[src/rtl/mem_rd_burst_fsm.sv]
// Memory read burst sequencer.
// On go, captures a base address and beat count, then issues read beats,
// stretching each beat while ws is high. Too many consecutive wait states on
// one beat abort the burst with a one-cycle err pulse. A completed burst
// gives a one-cycle ds pulse.
module mem_rd_burst_fsm #(
   parameter int unsigned ADDR_W   = 8,
   parameter int unsigned LEN_W    = 4,
   parameter int unsigned WAIT_W   = 4,
   parameter int unsigned MAX_WAIT = 8
) (
   input  logic              clk,
   input  logic              rst,
   input  logic              go,
   input  logic              ws,
   input  logic [ADDR_W-1:0] base_addr,
   input  logic [LEN_W-1:0]  burst_len,
   output logic              rd,
   output logic [ADDR_W-1:0] addr,
   output logic              beat_ok,
   output logic              ds,
   output logic              err,
   output logic              busy
);

   typedef enum logic [1:0] {
      S_IDLE = 2'd0,
      S_READ = 2'd1,
      S_DONE = 2'd2,
      S_ERR  = 2'd3
   } state_t;

   state_t              state_q, state_d;
   logic [ADDR_W-1:0]   addr_q, addr_d;
   logic [LEN_W-1:0]    rem_q, rem_d;
   logic [WAIT_W-1:0]   wcnt_q, wcnt_d;

   // One extra bit so the compare against MAX_WAIT never sees a wrapped count.
   logic [WAIT_W:0]     wcnt_inc;
   logic                timeout_hit;

   assign wcnt_inc    = {1'b0, wcnt_q} + (WAIT_W+1)'(1);
   assign timeout_hit = (MAX_WAIT != 0) && (wcnt_inc == (WAIT_W+1)'(MAX_WAIT));

   // Next-state and datapath update for the burst sequencer.
   always_comb begin
      state_d = state_q;
      addr_d  = addr_q;
      rem_d   = rem_q;
      wcnt_d  = wcnt_q;
      case (state_q)
         S_IDLE: begin
            if (go) begin
               state_d = S_READ;
               addr_d  = base_addr;
               rem_d   = burst_len;
               wcnt_d  = '0;
            end
         end
         S_READ: begin
            if (ws) begin
               wcnt_d = wcnt_inc[WAIT_W-1:0];
               if (timeout_hit) begin
                  state_d = S_ERR;
               end
            end else begin
               wcnt_d = '0;
               if (rem_q == '0) begin
                  state_d = S_DONE;
               end else begin
                  addr_d = addr_q + ADDR_W'(1);
                  rem_d  = rem_q - LEN_W'(1);
               end
            end
         end
         S_DONE:  state_d = S_IDLE;
         S_ERR:   state_d = S_IDLE;
         default: state_d = S_IDLE;
      endcase
   end

   // State and datapath registers with synchronous reset.
   always_ff @(posedge clk) begin
      if (rst) begin
         state_q <= S_IDLE;
         addr_q  <= '0;
         rem_q   <= '0;
         wcnt_q  <= '0;
      end else begin
         state_q <= state_d;
         addr_q  <= addr_d;
         rem_q   <= rem_d;
         wcnt_q  <= wcnt_d;
      end
   end

   // Status outputs decoded from the state register; beat_ok also follows ws.
   always_comb begin
      rd      = (state_q == S_READ);
      ds      = (state_q == S_DONE);
      err     = (state_q == S_ERR);
      busy    = (state_q != S_IDLE);
      beat_ok = (state_q == S_READ) && !ws;
      addr    = addr_q;
   end

endmodule
[config.mk]
export PLATFORM = sky130hd
export DESIGN_NAME = mem_rd_burst_fsm
export DESIGN_NICKNAME = d
export VERILOG_FILES = /design/src/rtl/mem_rd_burst_fsm.sv
export SDC_FILE = /design/constraint.sdc
export NUM_CORES = 1
export LEC_CHECK = 0
export ABC_AREA = 1
export BUFFER_PORTS_ARGS = -buffer_cell sky130_fd_sc_hd__buf_2
export CAP_MARGIN = 30
export CORE_UTILIZATION = 54
export CTS_CLUSTER_SIZE = 12
export DETAILED_ROUTE_END_ITERATION = 16
export PLACE_DENSITY = 0.85
export SETUP_SLACK_MARGIN = 0.15
export SYNTH_ARGS = -nofsm -noshare
export SYNTH_HDL_FRONTEND = slang
export SYNTH_SLANG_ARGS = --single-unit
[constraint.sdc]
create_clock -name clk -period 1.8 [get_ports clk]
set_input_delay 0.18 -clock clk [delete_from_list [all_inputs] [get_ports clk]]
set_output_delay 0.18 -clock clk [all_outputs]
set_load 0.01 [all_outputs]
Word level (Yosys, flattened, before mapping)

Index checks and enable logic that the tools add are counted.

Logic and storage cells: 42
Bits in registers: 18

Equal/unequal tests: 9
Reductions and logical operators: 10
Muxes and demuxes: 16
$add $sub $neg: 3

Operators with widths:

| operator                                              | count |
|---|---|
| two-way mux 8 bit                                     | 3 |
| two-way mux 4 bit                                     | 5 |
| case mux 4 bit (2 select lines)                       | 2 |
| case mux 8 bit (2 select lines)                       | 1 |
| adder 8 x 1 -> 8 bit, second input constant           | 1 |
| two-way mux 2 bit                                     | 4 |
| inequality test 2 bit, second input constant          | 3 |
| inequality test 3 x 2 -> 1 bit, second input constant | 2 |
| case mux 2 bit (3 select lines)                       | 1 |
| adder 4 x 1 -> 5 bit, second input constant           | 1 |
| == test 5 x 4 -> 1 bit, second input constant         | 1 |
| == test 2 bit, second input constant                  | 2 |
| logical NOT 4 bit                                     | 1 |
| AND reduction 4 bit                                   | 1 |
| nonzero test 2 bit                                    | 2 |
| subtractor 4 x 1 -> 4 bit, second input constant      | 1 |
| AND reduction 3 bit                                   | 1 |
| == test 2 x 1 -> 1 bit, second input constant         | 1 |
| logical NOT 2 bit                                     | 1 |
| AND reduction 2 bit                                   | 1 |
| OR reduction 2 bit                                    | 1 |
| logical AND 1 bit                                     | 1 |
| logical NOT 1 bit                                     | 1 |

Logic depth before layout (Yosys ltp)

Gate-level depths: netlist of run 1.

Depth after elaboration: 5
Gate-level depth with buffers: 10
Gate-level depth less buffers: 9

Least setup slack after synthesis of run 1

No wires, ideal clock.

Path kind: register -> register
Start: register rem_q[0]
End: register addr_q[3], in the netlist addr[3]
Data arrival time: 1.135 ns
Path buffers: 0
Cell stages (with the launch flop): 9
Setup time: 0.113 ns
Period minus slack after synthesis: 1.249 ns
Required time: 1.687 ns
Slack: 0.551 ns
Cells stage by stage: dfxtp_1 -> inv_1 -> ha_1 -> nand3_1 -> nor2_1 -> nor2_2 -> o21ai_0 -> nand3_1 -> nand2_1

Cells in the longest elaborated chain, start to end: 3

Ends and longest elaborated chain:

| element                         | line | source |
|---|---|---|
| start: declaration              | 35   | `logic [LEN_W-1:0] rem_q, rem_d;` |
| start signal: assignment        | 92   | `rem_q <= rem_d;` |
| logical NOT 4 bit               | 68   | `if (rem_q == '0) begin` |
| inequality test 2 bit (no line) | -    |  |
| AND reduction 4 bit (no line)   | -    |  |
| end signal: assignment          | 91   | `addr_q <= addr_d;` |
| end: declaration                | 34   | `logic [ADDR_W-1:0] addr_q, addr_d;` |

Every way passes these cells.
A chain may end at the register's enable or synchronous reset.

Worst setup path in the final report of run 1

Start: register rem_q[0]
End: register rem_q[0]

Cells in the longest elaborated chain, start to end: 4
Elaborated cells on any way between the ends: 7

Ends and longest elaborated chain:

| element                         | line | source |
|---|---|---|
| subtractor 4 x 1 -> 4 bit       | 72   | `rem_d = rem_q - LEN_W'(1);` |
| two-way mux 4 bit               | 68   |  |
| two-way mux 4 bit               | 61   | `if (ws) begin` |
| case mux 4 bit (2 select lines) | 51   | `case (state_q)` |

Parallel ways exist; a longest one is shown, timed or not. The select of a mux whose other input is x is not followed.

==> results of run 1 <==
==> critical path, cell delays in order, from the launching register on <==
cell and delay (ns):
dfxtp_1 0.34, inv_1 0.10, ha_1 0.20, inv_1 0.05, nor2_1 0.13, nand3_1 0.13
nand2_2 0.15, buf_4 0.16, o21ai_1 0.06, a21oi_1 0.16
==> cells in the mapped netlist <==
| cell | n | area, um^2 |
|---|---|---|
| nand2_1 | 42 | 158 |
| nor2_1 | 25 | 93.8 |
| dfxtp_1 | 18 | 360 |
| inv_1 | 18 | 67.6 |
| o21ai_0 | 17 | 85.1 |
| nand3_1 | 12 | 60.1 |
| a21oi_1 | 11 | 55.1 |
| nor3_1 | 4 | 20.0 |
| buf_2 | 3 | 15.0 |
| ha_1 | 3 | 37.5 |
| o21ai_1 | 2 | 10.0 |
| or2_2 | 2 | 12.5 |
| buf_6 | 1 | 11.3 |
| inv_2 | 1 | 3.75 |
| nand2_2 | 1 | 6.26 |
| nand3b_1 | 1 | 7.51 |
| nor2_2 | 1 | 6.26 |
| nor2_4 | 1 | 11.3 |
| o211ai_1 | 1 | 7.51 |
| o21a_1 | 1 | 7.51 |
| o21bai_2 | 1 | 11.3 |
| o22ai_1 | 1 | 6.26 |
==> power by group <==
group | internal [mW] | total, mW | switching (mW)
logic | 0.174 | 0.442 | 0.268
registers | 0.459 | 0.515 | 0.0560
clock network | 0.124 | 0.268 | 0.145
==> per-stage QoR <==
step | hold WS, ns | power (mW) | utilization (%) | setup slack, ns
2_1_floorplan | 0.249 | 0.824 | - | 0.551
3_3_place_gp | 0.420 | 0.942 | 68.5 | 0.305
3_5_place_dp | 0.432 | 0.957 | 68.5 | 0.246
4_1_cts | 0.0955 | 1.22 | 70.5 | 0.212
5_1_grt | 0.0996 | 1.31 | 70.9 | 0.110
6_report | 0.0929 | 1.23 | 70.9 | 0.248
==> cell families after synthesis <==
group	share of synthesized area, %
and+or+nand+nor	35.6
AOI/OAI and AO/OA	17.3
buffers and inverters	9.26
DFF	34.2
adders and majority gates	3.56
==> flip-flops by register name, indices dropped and copies added, names as in the netlist <==
| register | count |
|---|---|
| state_q | 2 |
| rem_q | 4 |
| wcnt_q | 4 |
| addr | 8 |
==> metal layers <==
metal  track usage, %  up-vias  wire length, um
met1             31.1      531             1110
met5                0        -                0
met3             4.71        7              126
li1                 -      604                -
met2             42.5       35             1200
met4             14.1        0               66
==> cell type report <==
| class | instances | area [um^2] |
|---|---|---|
| multi-input combinational | 126 | 603 |
| fill | 178 | 518 |
| sequential | 18 | 360 |
| timing repair buffer | 31 | 163 |
| inverter | 19 | 71.3 |
| clock buffer | 4 | 36.3 |
| tap | 25 | 31.3 |
==> final timing paths <==
path / from / to / slack [ns] / cells past startpoint
setup / recovery: rem_q[0] / rem_q[0] / 0.25 / 9
hold / removal: rst / addr[7] / 0.09 / 2
hold reg to reg: wcnt_q[0] / wcnt_q[0] / 0.50 / 1
setup reg to reg: rem_q[0] / rem_q[0] / 0.25 / 9
==> flow_summary.ini, run 1 <==
[flow_run]
drv_cap = 0

[cts]
cts_tree = built
ctsResizeCount = 0
clock-root-buffer = clkbuf_4
numCtsBuffers = 3
cts_max_path_buffers = 2
post_cts_buffers = 0
cts.clk_slew.worst_paths_ns = 0.11
holdBufCountCts = 0
clock_sinks = 18
htreeDepth = 1
clk_latency_ns = 0.31

[drt]
ant_nets = 0
dr.pass1.iters = 4
viasPerCell = 5.28
drt_iter0_markers = 53
num_vias = 1177
routed_wl_mm = 2.51
drc = 0
wl_per_cell_um = 11.2

[critical_path]
critPathKind = flip-flop to flip-flop
worst_ep_arrival_time_ns = 1.79
required_ns = 2.04
endpoint_kind = flip-flop
cp-start-kind = flip-flop
cp_max_fo = 7

[grt]
grt_usage_pct = 25.7
overflow = 0
grt_pass1_vias = 930
grt_max_degree = 17
antenna_found_initial = 0
grt_first_pass_wirelength_mm = 3.84

[power_and_ir_drop]
p_leak_nw = 0.636
power_density_nw_per_um2 = 969
max-vdd-ir-drop_v = 0.000604

[floorplan]
die-area_um2 = 2130
fp.dieH_um = 46.2
die_x_um = 46.2
coreArea_um2 = 1780
initial_core_util_pct = 59.1
io_pins = 29
row_count = 15

[finish]
area_delta_synth_final_pct = 20.1
layout.cells.non_filler = 223
final_cell_mix = nand2_1, buf_2, nor2_1
antenna_cells = 0
nets = 218
layout.cells.most_common = nand2_1
fin_area_um2 = 1260
drive_above_1_share_pct = 21.7

[synth]
yosysUniqueCellTypes = 22
syn_area_per_cell_um2 = 6.31
ys_seq_elements = 18
syn-cell-area_um2 = 1050
yosysSeqAreaShare_pct = 34.2
syn_inst = 167
yosysWarnings = 0
syn_nets = 186

[timing]
rsz0062_at_grt = true
fin_tns_setup_ns = 0
hold_viol = 0
fmax_ghz = 0.644
maxSlewHeadroom_pct = 73.3
setup_violations = 0
tightest_slew_ns = 0.400
finalMaxSlewViolations = 0
period_needed_ns = 1.55
skew_ns = 0.00379
period_share_pct = 86.2

[hold_path]
hp-class = input port to flip-flop

[outcome]
status = finished, final reports clean

[place]
place.port_buffers = 28
gp_congestion = 0.798
dp_hpwl_mm = 1.87
placed_cell_area_um2 = 1220
dp_cells = 219
Power figures use the tool's default switching activity.
==> run 2: changes to the inputs <==
--- a/config.mk
+++ b/config.mk
@@ -8,10 +8,11 @@
 export ABC_AREA = 1
 export BUFFER_PORTS_ARGS = -buffer_cell sky130_fd_sc_hd__buf_2
 export CAP_MARGIN = 30
-export CORE_UTILIZATION = 54
+export CORE_UTILIZATION = 57
+export CTS_BUF_LIST = sky130_fd_sc_hd__clkbuf_8
 export CTS_CLUSTER_SIZE = 12
 export DETAILED_ROUTE_END_ITERATION = 16
-export PLACE_DENSITY = 0.85
+export PLACE_DENSITY = 0.86
 export SETUP_SLACK_MARGIN = 0.15
 export SYNTH_ARGS = -nofsm -noshare
 export SYNTH_HDL_FRONTEND = slang
==> run 2 against run 1 <==
Compared with the run above:
- first-iteration DRC count shrank 55%
- routed wire length grew 1.0%
- critical path depth is the same
- via count shrank 1.8%
- sequential share of layout area shrank 0.056 points
- non-clock buffer count is the same
- register-to-register slack gained 0.04 ns
- die area shrank 5.0%
- global-route usage grew 1.7 points
- flip-flop and latch count is the same
- the run now ends with DRC left
==> flow_summary.ini, run 2 (synthesized netlist as in run 1, its figures left out) <==
[cts]
clock_sinks = 18
clk_latency_ns = 0.25
holdBufCountCts = 0
clock-root-buffer = clkbuf_8
cts_tree = built
numCtsBuffers = 3
cts_max_path_buffers = 2
htreeDepth = 1
cts.clk_slew.worst_paths_ns = 0.07

[floorplan]
fp.dieH_um = 45.0
die-area_um2 = 2020
coreArea_um2 = 1730
initial_core_util_pct = 61.0
row_count = 15
die_x_um = 45.0
io_pins = 29

[critical_path]
required_ns = 1.99
crit_start = rem_q[0]
worst_ep_arrival_time_ns = 1.70
r2r-start = rem_q[0]
cp-start-kind = flip-flop
critPathKind = flip-flop to flip-flop
cp_max_fo = 6
endpoint_kind = flip-flop

[grt]
antenna_found_initial = 0
grt_usage_pct = 27.5
overflow = 0
grt_first_pass_wirelength_mm = 4.03
grt_pass1_vias = 993
grt_max_degree = 17

[timing]
period_needed_ns = 1.51
period_share_pct = 83.9
fmax_ghz = 0.662
tightest_slew_ns = 0.423
maxSlewHeadroom_pct = 71.8
fin_tns_setup_ns = 0
skew_ns = 0.00282
finalMaxSlewViolations = 0
hold_viol = 0
setup_violations = 0
rsz0062_at_grt = false

[finish]
multi_input_area_um2 = 601
layout.cells.non_filler = 222
final_cell_mix = nand2_1, buf_2, nor2_1
drive_above_1_share_pct = 20.8
nets = 218
layout.cells.most_common = nand2_1
seq_area_um2 = 360
area_delta_synth_final_pct = 20.3
largest_register_ffs = 8
antenna_cells = 0
nFillCells = 155

[drt]
wl_per_cell_um = 11.4
routed_wl_mm = 2.53
drc = 2
ant_nets = 0
num_vias = 1156
drt_iter0_markers = 24
dr.pass1.iters = 10
viasPerCell = 5.21

[flow_run]
drv_cap = 0

[outcome]
status = finished, violations left
violations = DRC

[power_and_ir_drop]
max-vdd-ir-drop_v = 0.000625
p_leak_nw = 0.637
power_density_nw_per_um2 = 980

[hold_path]
hp-class = input port to flip-flop
hold_path_startpoint = rst

[place]
dp_hpwl_mm = 1.80
place.port_buffers = 28
gp_congestion = 0.777
dp_cells = 219
-- run 2: cell count changes in the layout (fill, tap and decap cells not counted) --
cell	before	now
clkbuf_4	3	0
clkbuf_8	1	3
nand2_1	41	42
nand2_2	2	1
-- run 2: power breakdown --
group | internal [mW] | switching (mW)
Clock | 0.149 | 0.133
Sequential | 0.460 | 0.0553
Combinational | 0.171 | 0.274
-- run 2: metrics by stage --
stage	hold slack, ns	instance area (um^2)	setup WS [ns]	power [mW]	util [%]
after floorplan	0.249	1050	0.551	0.824	-
after global placement	0.411	1220	0.296	0.941	70.7
after detailed placement	0.418	1220	0.253	0.953	70.7
after CTS	0.156	1260	0.231	1.24	73.1
after global routing	0.177	1270	0.151	1.32	73.4
final	0.164	1270	0.289	1.24	73.4
-- run 2: critical path, stage by stage, from the launching register on --
cell     delay [ns]
dfxtp_1        0.32
inv_1          0.07
ha_1           0.23
inv_1          0.06
nor2_1         0.04
nand3_1        0.07
nand2_1        0.15
nor2_1         0.27
nand2_1        0.10
a21oi_1        0.13
-- run 2: what timing repair did --
item / in CTS / in global routing
resized for setup: 0 / 1
setup buffers: 0 / 0
endpoints found under the setup margin: 0 / 4
-- run 2: final timing paths --
kind | to | slack (ns) | depth (start not counted)
setup / recovery | addr[4] | 0.29 | 9
hold / removal | addr[7] | 0.16 | 2
setup reg to reg | addr[4] | 0.29 | 9
hold reg to reg | wcnt_q[0] | 0.50 | 1
-- run 2: routing by layer --
| layer | wire (um) | vias to the layer above | global-route usage (%) |
|---|---|---|---|
| met5 | 0 | - | 0 |
| met4 | 40 | 0 | 12.7 |
| met3 | 112 | 5 | 3.60 |
| met2 | 1240 | 29 | 48.1 |
| met1 | 1150 | 526 | 33.1 |
| li1 | - | 596 | - |
-- run 2: cell type report --
class / instances / share of cell area, %
repair buffers: 31 / 12.8
inverters: 19 / 5.63
multi-input cells: 126 / 47.4
flip-flops and latches: 18 / 28.4
well taps: 25 / 2.47
clock buffers: 3 / 3.26
==> run 3: changes to the inputs <==
--- a/config.mk
+++ b/config.mk
@@ -8,11 +8,11 @@
 export ABC_AREA = 1
 export BUFFER_PORTS_ARGS = -buffer_cell sky130_fd_sc_hd__buf_2
 export CAP_MARGIN = 30
-export CORE_UTILIZATION = 57
+export CORE_UTILIZATION = 53
 export CTS_BUF_LIST = sky130_fd_sc_hd__clkbuf_8
 export CTS_CLUSTER_SIZE = 12
 export DETAILED_ROUTE_END_ITERATION = 16
-export PLACE_DENSITY = 0.86
+export PLACE_DENSITY = 0.81
 export SETUP_SLACK_MARGIN = 0.15
 export SYNTH_ARGS = -nofsm -noshare
 export SYNTH_HDL_FRONTEND = slang
==> constraint.sdc (replaced) <==
create_clock -name clk -period 1.45 [get_ports clk]
set_input_delay 0.145 -clock clk [delete_from_list [all_inputs] [get_ports clk]]
set_output_delay 0.145 -clock clk [all_outputs]
set_load 0.01 [all_outputs]
==> run 3 against run 2 <==
Compared with the run above:
- the run now ends clean
- non-clock buffer count grew 12
- highest routed layer unchanged
- power grew 46%
- routed wire length grew 19%
- sequential share of layout area shrank 3.6 points
- largest power group is now combinational logic
- die area grew 7.2%
==> flow_summary.ini, run 3 (synthesized netlist as in run 1, its figures left out) <==
[finish]
largest_register_ffs = 8
drive_above_1_share_pct = 36.8
antenna_cells = 0
layout.cells.most_common = nand2_1
final_core_util_pct = 82.9
nets = 230
final_cell_mix = nand2_1, buf_2, nor2_1
area_delta_synth_final_pct = 41.8

[critical_path]
worst_ep_arrival_time_ns = 1.19
cp_top_family = buffers and inverters
endpoint_kind = output port
path_buf_inv = 3
crit_chain = buf_4 > nor2_4 > buf_4 > buf_2
cp-start-kind = flip-flop
cp_max_fo = 6
required_ns = 1.31
critPathKind = flip-flop to output port
critPathSlowestCell = dfxtp_4
cpMostUsedCell = buf_4
critPathMaxStageDelay_ns = 0.37

[floorplan]
io_pins = 29
die-area_um2 = 2170
die_x_um = 46.6
row_count = 15
initial_core_util_pct = 58.5
coreArea_um2 = 1800
fp.dieH_um = 46.6

[place]
place.port_buffers = 28
gp_congestion = 0.867
dp_hpwl_mm = 1.89

[cts]
cts_max_path_buffers = 2
clk_latency_ns = 0.26
cts.clk_slew.worst_paths_ns = 0.07
clock_sinks = 18
cts_tree = built
htreeDepth = 1
holdBufCountCts = 0
clock-root-buffer = clkbuf_8
numCtsBuffers = 3

[drt]
dr.pass1.iters = 4
drc = 0
ant_nets = 0
wl_per_cell_um = 12.9
routed_wl_mm = 3.02
drt_iter0_markers = 47
num_vias = 1257
viasPerCell = 5.37

[hold_path]
hp-class = input port to flip-flop

[power_and_ir_drop]
clkPwrFrac_pct = 20.2
p_leak_nw = 0.721
cell_internal_pwr_mw = 1.12
share_comb_of_total_power_pct = 43.5
seqPwrFrac_pct = 36.3
power_density_nw_per_um2 = 1210
p_switching_mw = 0.689
max-vdd-ir-drop_v = 0.00105
power_mw = 1.81
p_sw_share_pct = 38.1

[timing]
hold_viol = 0
period_share_pct = 92.2
setup_violations = 0
maxSlewHeadroom_pct = 66.4
finalMaxSlewViolations = 0
tightest_slew_ns = 0.503
skew_ns = 0.00845
rsz0062_at_grt = true
fmax_ghz = 0.748
fin_tns_setup_ns = 0
whs_ns = 0.122
period_needed_ns = 1.34

[grt]
grt_first_pass_wirelength_mm = 4.15
overflow = 0
grt_max_degree = 16
grt_usage_pct = 27.3
grt_pass1_vias = 1037
antenna_found_initial = 0

[flow_run]
drv_cap = 0

[outcome]
status = finished, final reports clean
-- run 3: changes by cell type in the layout (fill, tap and decap cells not counted), sizes merged --
| cell | before | now |
|---|---|---|
| clkbuf | 3 | 4 |
| buf | 31 | 42 |
-- run 3: metrics by stage --
stage	instances	cell area [um^2]	worst slack [ns]
finish	234	1490	0.113
CTS	225	1330	0.145
global route	234	1490	0.0370
floorplan	167	1050	0.201
global placement	222	1240	-0.00190
detailed placement	222	1240	0.00273
-- run 3: per-layer routing --
layer / global-route usage [%] / share of wire (%) / vias up
li1: - / - / 623
met1: 32.3 / 42 / 564
met5: 0 / 0 / -
met3: 3.92 / 5.5 / 12
met4: 14.7 / 2.7 / 0
met2: 46.7 / 50 / 58
-- run 3: cell type report --
class	count	area, um^2
clock buffers	3	41.3
fillers	116	308
inverters	19	76.3
multi-input cells	126	684
flip-flops and latches	18	372
well taps	25	31.3
repair buffers	43	289
-- run 3: power by group through the flow --
stage	logic, mW	clock network (mW)	registers, mW
after floorplan	0.364	0	0.659
after global placement	0.550	0	0.646
after detailed placement	0.561	0	0.651
after CTS	0.613	0.364	0.644
after global routing	0.873	0.374	0.668
final	0.787	0.365	0.656
-- run 3: worst reg2reg max path, delay by kind of cell, from the launching register on --
family / cells / cell delay [ns]
and+or+nand+nor: 4 / 0.44
DFF: 1 / 0.38
buffers and inverters: 3 / 0.33
AOI/OAI and AO/OA: 1 / 0.12
-- run 3: worst paths after layout --
kind / startpoint / to / slack [ns] / cells after the start
min reg2reg: addr[7] / addr[7] / 0.50 / 2
max: state_q[1] / rd / 0.11 / 4
min: rst / addr[7] / 0.12 / 2
max reg2reg: state_q[1] / rem_q[1] / 0.12 / 8
-- run 3: repair_timing --
action,4_1_cts,5_1_grt
pin swaps,4,8
setup buffers,0,8
cloned,0,1
setup endpoints to repair,15,14
gates resized for setup,16,29
